<file path="src/rtl/mont_pkg.sv">
// Shared types and defaults for the bit-serial Montgomery iteration controller.
// The optional abort path is enabled by defining MONT_ABORT_EN.
package mont_pkg;

    localparam int unsigned WIDTH_DEF = 8;

    typedef enum logic [2:0] {
        IDLE  = 3'd0,
        LOAD  = 3'd1,
        ITER  = 3'd2,
        FINAL = 3'd3,
        DONE  = 3'd4
    } state_t;

endpackage

</file>
<file path="src/rtl/mont_iter_ctrl_if.sv">
// Control/status bundle between the Montgomery controller and its datapath.
// The abort/aborted pair exists only when MONT_ABORT_EN is defined.
interface mont_iter_ctrl_if #(
    parameter int unsigned WIDTH = mont_pkg::WIDTH_DEF,
    parameter int unsigned CNT_W = $clog2(WIDTH)
);
    logic             start;
    logic             a_bit;
    logic             b0;
    logic             s0;
    logic             ge_m;
    logic             busy;
    logic             load_en;
    logic             sel_b;
    logic             sel_m;
    logic             acc_en;
    logic             shift_a;
    logic             sub_sel;
    logic             out_en;
    logic             done;
    logic [CNT_W-1:0] iter_idx;
`ifdef MONT_ABORT_EN
    logic             abort;
    logic             aborted;

    modport master (
        output start, a_bit, b0, s0, ge_m, abort,
        input  busy, load_en, sel_b, sel_m, acc_en, shift_a, sub_sel, out_en, done, iter_idx,
               aborted
    );
    modport slave (
        input  start, a_bit, b0, s0, ge_m, abort,
        output busy, load_en, sel_b, sel_m, acc_en, shift_a, sub_sel, out_en, done, iter_idx,
               aborted
    );
`else
    modport master (
        output start, a_bit, b0, s0, ge_m,
        input  busy, load_en, sel_b, sel_m, acc_en, shift_a, sub_sel, out_en, done, iter_idx
    );
    modport slave (
        input  start, a_bit, b0, s0, ge_m,
        output busy, load_en, sel_b, sel_m, acc_en, shift_a, sub_sel, out_en, done, iter_idx
    );
`endif
endinterface

</file>
<file path="src/rtl/mont_iter_counter.sv">
// Iteration index counter with synchronous clear/enable and a terminal flag.
module mont_iter_counter #(
    parameter int unsigned WIDTH = 8,
    parameter int unsigned CNT_W = $clog2(WIDTH)
) (
    input  logic             clk,
    input  logic             rst,
    input  logic             clr,
    input  logic             en,
    output logic [CNT_W-1:0] count,
    output logic             last
);

    always_ff @(posedge clk) begin
        if (rst || clr) begin
            count <= '0;
        end else if (en) begin
            count <= count + CNT_W'(1);
        end
    end

    assign last = (count == CNT_W'(WIDTH - 1));

endmodule

</file>
<file path="src/rtl/mont_iter_ctrl.sv">
// Sequencer for the radix-2 bit-serial Montgomery multiplier datapath.
// Define MONT_ABORT_EN to add the abort input and aborted pulse.
module mont_iter_ctrl
    import mont_pkg::*;
#(
    parameter int unsigned WIDTH = WIDTH_DEF,
    parameter int unsigned CNT_W = $clog2(WIDTH)
) (
    input  logic             clk,
    input  logic             rst,
    mont_iter_ctrl_if.slave  bus
);

    state_t           state;
    state_t           state_nxt;
    logic [CNT_W-1:0] count;
    logic             last;
    logic             abort_req;
    logic             busy_q, load_en_q, acc_en_q, out_en_q, done_q;
    logic             busy_d, load_en_d, acc_en_d, out_en_d, done_d;

`ifdef MONT_ABORT_EN
    logic aborted_q;
    assign abort_req   = bus.abort && (state inside {LOAD, ITER, FINAL});
    assign bus.aborted = aborted_q;
`else
    assign abort_req   = 1'b0;
`endif

    // Counter is held at zero everywhere except while iterating.
    mont_iter_counter #(
        .WIDTH (WIDTH),
        .CNT_W (CNT_W)
    ) u_counter (
        .clk   (clk),
        .rst   (rst),
        .clr   ((state != ITER) || last || abort_req),
        .en    (state == ITER),
        .count (count),
        .last  (last)
    );

    always_ff @(posedge clk) begin
        if (rst) begin
            state     <= IDLE;
            busy_q    <= 1'b0;
            load_en_q <= 1'b0;
            acc_en_q  <= 1'b0;
            out_en_q  <= 1'b0;
            done_q    <= 1'b0;
`ifdef MONT_ABORT_EN
            aborted_q <= 1'b0;
`endif
        end else begin
            state     <= state_nxt;
            busy_q    <= busy_d;
            load_en_q <= load_en_d;
            acc_en_q  <= acc_en_d;
            out_en_q  <= out_en_d;
            done_q    <= done_d;
`ifdef MONT_ABORT_EN
            aborted_q <= abort_req;
`endif
        end
    end

    // Registered strobes are decoded from the next state so they align with it.
    always_comb begin
        state_nxt = state;
        case (state)
            IDLE:    if (bus.start) state_nxt = LOAD;
            LOAD:    state_nxt = ITER;
            ITER:    if (last) state_nxt = FINAL;
            FINAL:   state_nxt = DONE;
            DONE:    state_nxt = IDLE;
            default: state_nxt = IDLE;
        endcase
        if (abort_req) state_nxt = IDLE;

        busy_d    = (state_nxt != IDLE);
        load_en_d = (state_nxt == LOAD);
        acc_en_d  = (state_nxt == ITER);
        out_en_d  = (state_nxt == FINAL);
        done_d    = (state_nxt == DONE);
    end

    assign bus.busy     = busy_q;
    assign bus.load_en  = load_en_q;
    assign bus.acc_en   = acc_en_q;
    assign bus.shift_a  = acc_en_q;
    assign bus.out_en   = out_en_q;
    assign bus.done     = done_q;
    assign bus.iter_idx = count;

    // Mux selects follow the live datapath bits within the current cycle.
    assign bus.sel_b   = (state == ITER) && bus.a_bit;
    assign bus.sel_m   = (state == ITER) && (bus.s0 ^ (bus.a_bit && bus.b0));
    assign bus.sub_sel = (state == FINAL) && bus.ge_m;

endmodule

</file>
<file path="src/flat_wrapper.sv">
// flat-port wrapper written by rule: the top's interface ports become plain ports
module mont_iter_ctrl_flat import mont_pkg::*;
#(
    parameter int unsigned WIDTH = WIDTH_DEF,
    parameter int unsigned CNT_W = $clog2(WIDTH)
)
  (clk, rst, bus_start, bus_a_bit, bus_b0, bus_s0, bus_ge_m, bus_busy, bus_load_en, bus_sel_b, bus_sel_m, bus_acc_en, bus_shift_a, bus_sub_sel, bus_out_en, bus_done, bus_iter_idx);
  mont_iter_ctrl_if #(.WIDTH(WIDTH), .CNT_W(CNT_W)) bus_i ();
  input  logic clk;
  input  logic rst;
  input wire logic [$bits(bus_i.start)-1:0] bus_start;
  input wire logic [$bits(bus_i.a_bit)-1:0] bus_a_bit;
  input wire logic [$bits(bus_i.b0)-1:0] bus_b0;
  input wire logic [$bits(bus_i.s0)-1:0] bus_s0;
  input wire logic [$bits(bus_i.ge_m)-1:0] bus_ge_m;
  output wire logic [$bits(bus_i.busy)-1:0] bus_busy;
  output wire logic [$bits(bus_i.load_en)-1:0] bus_load_en;
  output wire logic [$bits(bus_i.sel_b)-1:0] bus_sel_b;
  output wire logic [$bits(bus_i.sel_m)-1:0] bus_sel_m;
  output wire logic [$bits(bus_i.acc_en)-1:0] bus_acc_en;
  output wire logic [$bits(bus_i.shift_a)-1:0] bus_shift_a;
  output wire logic [$bits(bus_i.sub_sel)-1:0] bus_sub_sel;
  output wire logic [$bits(bus_i.out_en)-1:0] bus_out_en;
  output wire logic [$bits(bus_i.done)-1:0] bus_done;
  output wire logic [$bits(bus_i.iter_idx)-1:0] bus_iter_idx;
  assign bus_i.start = bus_start;
  assign bus_i.a_bit = bus_a_bit;
  assign bus_i.b0 = bus_b0;
  assign bus_i.s0 = bus_s0;
  assign bus_i.ge_m = bus_ge_m;
  assign bus_busy = bus_i.busy;
  assign bus_load_en = bus_i.load_en;
  assign bus_sel_b = bus_i.sel_b;
  assign bus_sel_m = bus_i.sel_m;
  assign bus_acc_en = bus_i.acc_en;
  assign bus_shift_a = bus_i.shift_a;
  assign bus_sub_sel = bus_i.sub_sel;
  assign bus_out_en = bus_i.out_en;
  assign bus_done = bus_i.done;
  assign bus_iter_idx = bus_i.iter_idx;
  mont_iter_ctrl #(.WIDTH(WIDTH), .CNT_W(CNT_W)) u_core (.clk(clk), .rst(rst), .bus(bus_i));
endmodule
</file>
<file path="config.mk">
export PLATFORM = sky130hd
export DESIGN_NAME = mont_iter_ctrl_flat
export DESIGN_NICKNAME = d
export VERILOG_FILES = /design/src/rtl/mont_pkg.sv /design/src/rtl/mont_iter_ctrl_if.sv /design/src/rtl/mont_iter_counter.sv /design/src/rtl/mont_iter_ctrl.sv /design/src/flat_wrapper.sv
export SDC_FILE = /design/constraint.sdc
export NUM_CORES = 1
export LEC_CHECK = 0
export ABC_AREA = 1
export CORE_AREA = 2 2 39 41
export CTS_BUF_LIST = sky130_fd_sc_hd__clkbuf_4 sky130_fd_sc_hd__clkbuf_8
export CTS_CLUSTER_SIZE = 30
export DETAILED_ROUTE_END_ITERATION = 10
export DIE_AREA = 0 0 41 43
export PLACE_DENSITY_LB_ADDON = 0.3
export SKIP_LAST_GASP = 1
export SLEW_MARGIN = 20
export SYNTH_ARGS = -nofsm -noshare
export SYNTH_HDL_FRONTEND = slang
export SYNTH_SLANG_ARGS = --single-unit
</file>
<file path="constraint.sdc">
create_clock -name clk -period 2.35 [get_ports clk]
set_input_delay 0.705 -clock clk [delete_from_list [all_inputs] [get_ports clk]]
set_output_delay 0.705 -clock clk [all_outputs]
set_load 0.1 [all_outputs]
</file>
Word-level counts from Yosys, hierarchy flattened
Index checks and enable logic that the tools add are counted.

word-level totals
  output and inout bits = 12
  logic and storage cells = 29
  bits in registers = 11
  bits of input ports = 7

operators by class
  multiplexer cells = 3
  $add $sub $neg = 1
  equal/unequal tests = 9
  bitwise logic cells = 1
  reduce and logical (&&, ||, !) cells = 8

operator list
  kind                   count
  $eq A3 B2 Y1 const B   4
  $pmux W3 S4            1
  $eq A3 B1 Y1 const B   2
  $eq A3 B3 Y1 const B   2
  $mux W3                2
  $logic_and A1 B1 Y1    4
  $add A3 B1 Y3 const B  1
  $logic_not A3 Y1       1
  $ne A3 B2 Y1 const B   1
  $reduce_bool A3 Y1     1
  $logic_or A1 B1 Y1     2
  $xor A1 B1 Y1          1

Longest topological paths before layout
  depth in word-level cells = 4
  gate-level depth with buffers = 6
  depth with buffers taken out = 6

Cells and area by module
From an unflattened synthesis, not the netlist that was laid out.

second synthesis, totals
  cell total of the unflattened synthesis = 66
  area total of the unflattened synthesis = 475.5 um^2

by module, submodules not included
  module             sequential area each (um^2)  times used  cells each  area each (um^2)
  mont_iter_ctrl     160.2                        1           43          320.3
  mont_iter_counter  60.1                         1           23          155.1

Worst setup path after synthesis
Ideal clock, no wire load.

  kind = input-to-output
  from = input port bus_b0
  to = output port bus_sel_m
  data arrival time = 2143 ps
  path slack = -498 ps
  required time = 1645 ps
  stages on the path = 3
  cell sequence = nand2_1 -> xor2_1 -> nor2_1

on the way
  longest elaborated chain between the ends = 3

ends and longest elaborated chain
  item                 RTL line              RTL
  start, declared      flat_wrapper.sv:13    input wire logic [$bits(bus_i.b0)-1:0] bus_b0;
  $logic_and A1 B1 Y1  mont_iter_ctrl.sv:97  assign bus.sel_m = (state == ITER) && (bus.s0 ^ (bus.a_bit && bus.b0));
  $xor A1 B1 Y1        mont_iter_ctrl.sv:97
  $logic_and A1 B1 Y1  mont_iter_ctrl.sv:97
  end, declared        flat_wrapper.sv:19    output wire logic [$bits(bus_i.sel_m)-1:0] bus_sel_m;

No other way between the ends.

Final worst setup path
  from = input port bus_ge_m
  to = output port bus_sub_sel

on the way
  longest elaborated chain between the ends = 1

ends and longest elaborated chain
  item                 RTL line              RTL
  start, declared      flat_wrapper.sv:15    input wire logic [$bits(bus_i.ge_m)-1:0] bus_ge_m;
  $logic_and A1 B1 Y1  mont_iter_ctrl.sv:98  assign bus.sub_sel = (state == FINAL) && bus.ge_m;
  end, declared        flat_wrapper.sv:22    output wire logic [$bits(bus_i.sub_sel)-1:0] bus_sub_sel;

No other way between the ends.

==> flow_summary.json <==
{
  "worst-path-buf-inv": 2,
  "fp.dieH_microns": 43,
  "peakVddDrop_v": 0.000222,
  "holdPathEnd": "u_core.u_counter.count[0]$_SDFFE_PP0N_",
  "grt_usage": 0.116,
  "hold_viol_final": 0,
  "firstDrtPassIters": 2,
  "place_area_sq_um": 631,
  "grt_first_pass_wirelength_mm": 1.41,
  "slowest_delay_ns": 0.45,
  "tightest_slew_ns": 0.279,
  "yosysTopAreaCell": "dfxtp_1",
  "grt_pass1_vias": 365,
  "slowest_stage": "clkdlybuf4s50_1",
  "r2r_start": "u_core.u_counter.count[0]$_SDFFE_PP0N_",
  "clockBufferDepth": 2,
  "grt_max_degree": 7,
  "hold_depth": 1,
  "finalSetupViolCount": 0,
  "hold_path_class": "flip-flop to flip-flop",
  "syn-cell-area_sq_um": 423,
  "cts_root_buf": "clkbuf_4",
  "reg2reg_depth": 5,
  "synth_area_leaders": "dfxtp_1, nor2_1, nand2_1",
  "final_antenna_net_count": 0,
  "routed_via_density": 4.32,
  "cp_cell_sequence": "clkdlybuf4s50_1, nand2_1, nor2_2, buf_12",
  "globalplace.congestion": 0.688,
  "multiInputGateArea_sq_um": 180,
  "end_kind": "output pin",
  "die-area_sq_um": 1760,
  "fin_util": 0.483,
  "h-tree-depth": 1,
  "area_growth_pct": 58.0,
  "final.min_clock_period_ns": 2.23,
  "required_ns": 1.64,
  "mostFrequentLayoutCell": "dfxtp_1",
  "final_cell_mix": "dfxtp_1, nand2_1, nor2_1, buf_4, inv_1",
  "grt_use_met2": 0.172,
  "die_x_microns": 41,
  "wirelength_microns": 737,
  "start_util": 0.306,
  "design_area_sq_um": 668,
  "synthCells": 54,
  "drc": 0,
  "crit_family": "buffers and inverters",
  "ys_seq_elements": 11,
  "busiest_layer": "met2",
  "critPathKind": "primary input to output pin",
  "antenna-diode-count": 0,
  "antenna_found_initial": 0,
  "holdBufCountCts": 0,
  "overflow": 0,
  "wl_per_cell_microns": 8.10,
  "timing.final.crit_share": 0.951,
  "yosysUniqueCellTypes": 12,
  "hpwl_microns": 596,
  "io_pins": 19,
  "drive_above_1_share": 0.293,
  "path_clk_slew_ns": 0.07,
  "cp_data_arrival_time_ns": 1.53,
  "yosysWarnings": 0,
  "cts_tree": "yes",
  "clock_sinks": 11,
  "fillers": 141,
  "min_from": "u_core.u_counter.count[0]$_SDFFE_PP0N_",
  "dr_total_vias": 393,
  "worstReg2RegEnd": "u_core.u_counter.count[2]$_SDFFE_PP0N_",
  "synth_top_area_share": 0.521,
  "drv_slew": 0,
  "rsz0062_at_grt": "no",
  "numCtsBuffers": 3,
  "relSlewSlack": 0.816,
  "rows": 14,
  "reg2reg_slack_ns": 1.20,
  "setup.worst_path.start_class": "primary input",
  "portBuffers": 18,
  "syn_avg_cell_area_sq_um": 7.83,
  "grt_use_met3": 0.0419,
  "finalNetCount": 85,
  "synth_nets": 63,
  "drtIter0Drc": 3,
  "path_max_fanout": 1,
  "regArea_sq_um": 220,
  "grt_use_met1": 0.139,
  "outcome": "finished, final reports clean",
  "leakage_nw": 0.351,
  "coreArea_sq_um": 1380,
  "clock_latency_ns": 0.26,
  "fmaxAchievable_mhz": 447,
  "powerDensity_nw_per_um2": 694,
  "seq_area_frac_synth": 0.521,
  "cap_violations": 0,
  "skew_ns": 0.00121
}
==> registers in the layout, indices dropped and copies added (netlist names) <==
name                    flops
u_core.state                3
u_core.bus.load_en          1
u_core.bus.out_en           1
u_core.bus.acc_en           1
u_core.bus.busy             1
u_core.u_counter.count      3
u_core.bus.done             1
==> layout make-up <==
| cell class | instances | share of cell area |
|---|---|---|
| Tap cell | 16 | 0.0300 |
| Multi-Input combinational cell | 34 | 0.270 |
| Timing Repair Buffer | 18 | 0.281 |
| Inverter | 8 | 0.0449 |
| Clock buffer | 4 | 0.0449 |
| Sequential cell | 11 | 0.330 |
==> cells by family after synthesis <==
group / Yosys count / share of synthesized area
and+or+nand+nor: 31 / 0.311
DFF: 11 / 0.521
buffers and inverters: 9 / 0.0888
adders and majority gates: 2 / 0.0592
xor gates and xnor gates: 1 / 0.0207
==> synth_stat cells <==
library cell and count:
buf_4 1, dfxtp_1 11, ha_1 2, inv_1 7, inv_2 1, nand2_1 10, nand3_1 4, nand4_1 2
nor2_1 12, nor2_2 1, nor3_1 2, xor2_1 1
==> through the flow <==
step	power [mW]	hold slack, ns	TNS [ns]	std cells	worst slack [ns]
after floorplan	0.300	0.444	-0.0342	54	-0.0342
after global placement	0.334	0.431	-0.0465	87	-0.0465
after detailed placement	0.334	0.438	-0.0660	87	-0.0660
after CTS	0.470	0.452	0	91	0.0154
after global routing	0.492	0.461	0	91	0.0626
final	0.463	0.449	0	91	0.115
==> timing repair <==
action / in CTS / in global routing
pin swaps: 3 / 1
resized for setup: 2 / 2
setup endpoints to repair: 1 / 1
setup buffers: 0 / 0
==> how the worst max path moves through the flow <==
stage             endpoint       from  cells after the start  slack [ns]
2_1_floorplan    bus_sel_m     bus_b0                      3       -0.03
3_3_place_gp     bus_sel_m  bus_a_bit                      5       -0.05
3_5_place_dp     bus_sel_m  bus_a_bit                      5       -0.07
4_1_cts          bus_sel_m     bus_s0                      4        0.02
5_1_grt          bus_sel_m  bus_a_bit                      5        0.06
6_report       bus_sub_sel   bus_ge_m                      4        0.12
==> routing by layer <==
layer / routed length, microns / part of all wire
met1: 304 / 0.41
met2: 347 / 0.47
met3: 85 / 0.12
met4: 0 / 0
met5: 0 / 0
==> report_power, final <==
group	total (mW)	internal, mW	switching (mW)
Combinational	0.127	0.0336	0.0936
Clock	0.135	0.0771	0.0577
Sequential	0.202	0.196	0.00574
Power figures use the tool's default switching activity.
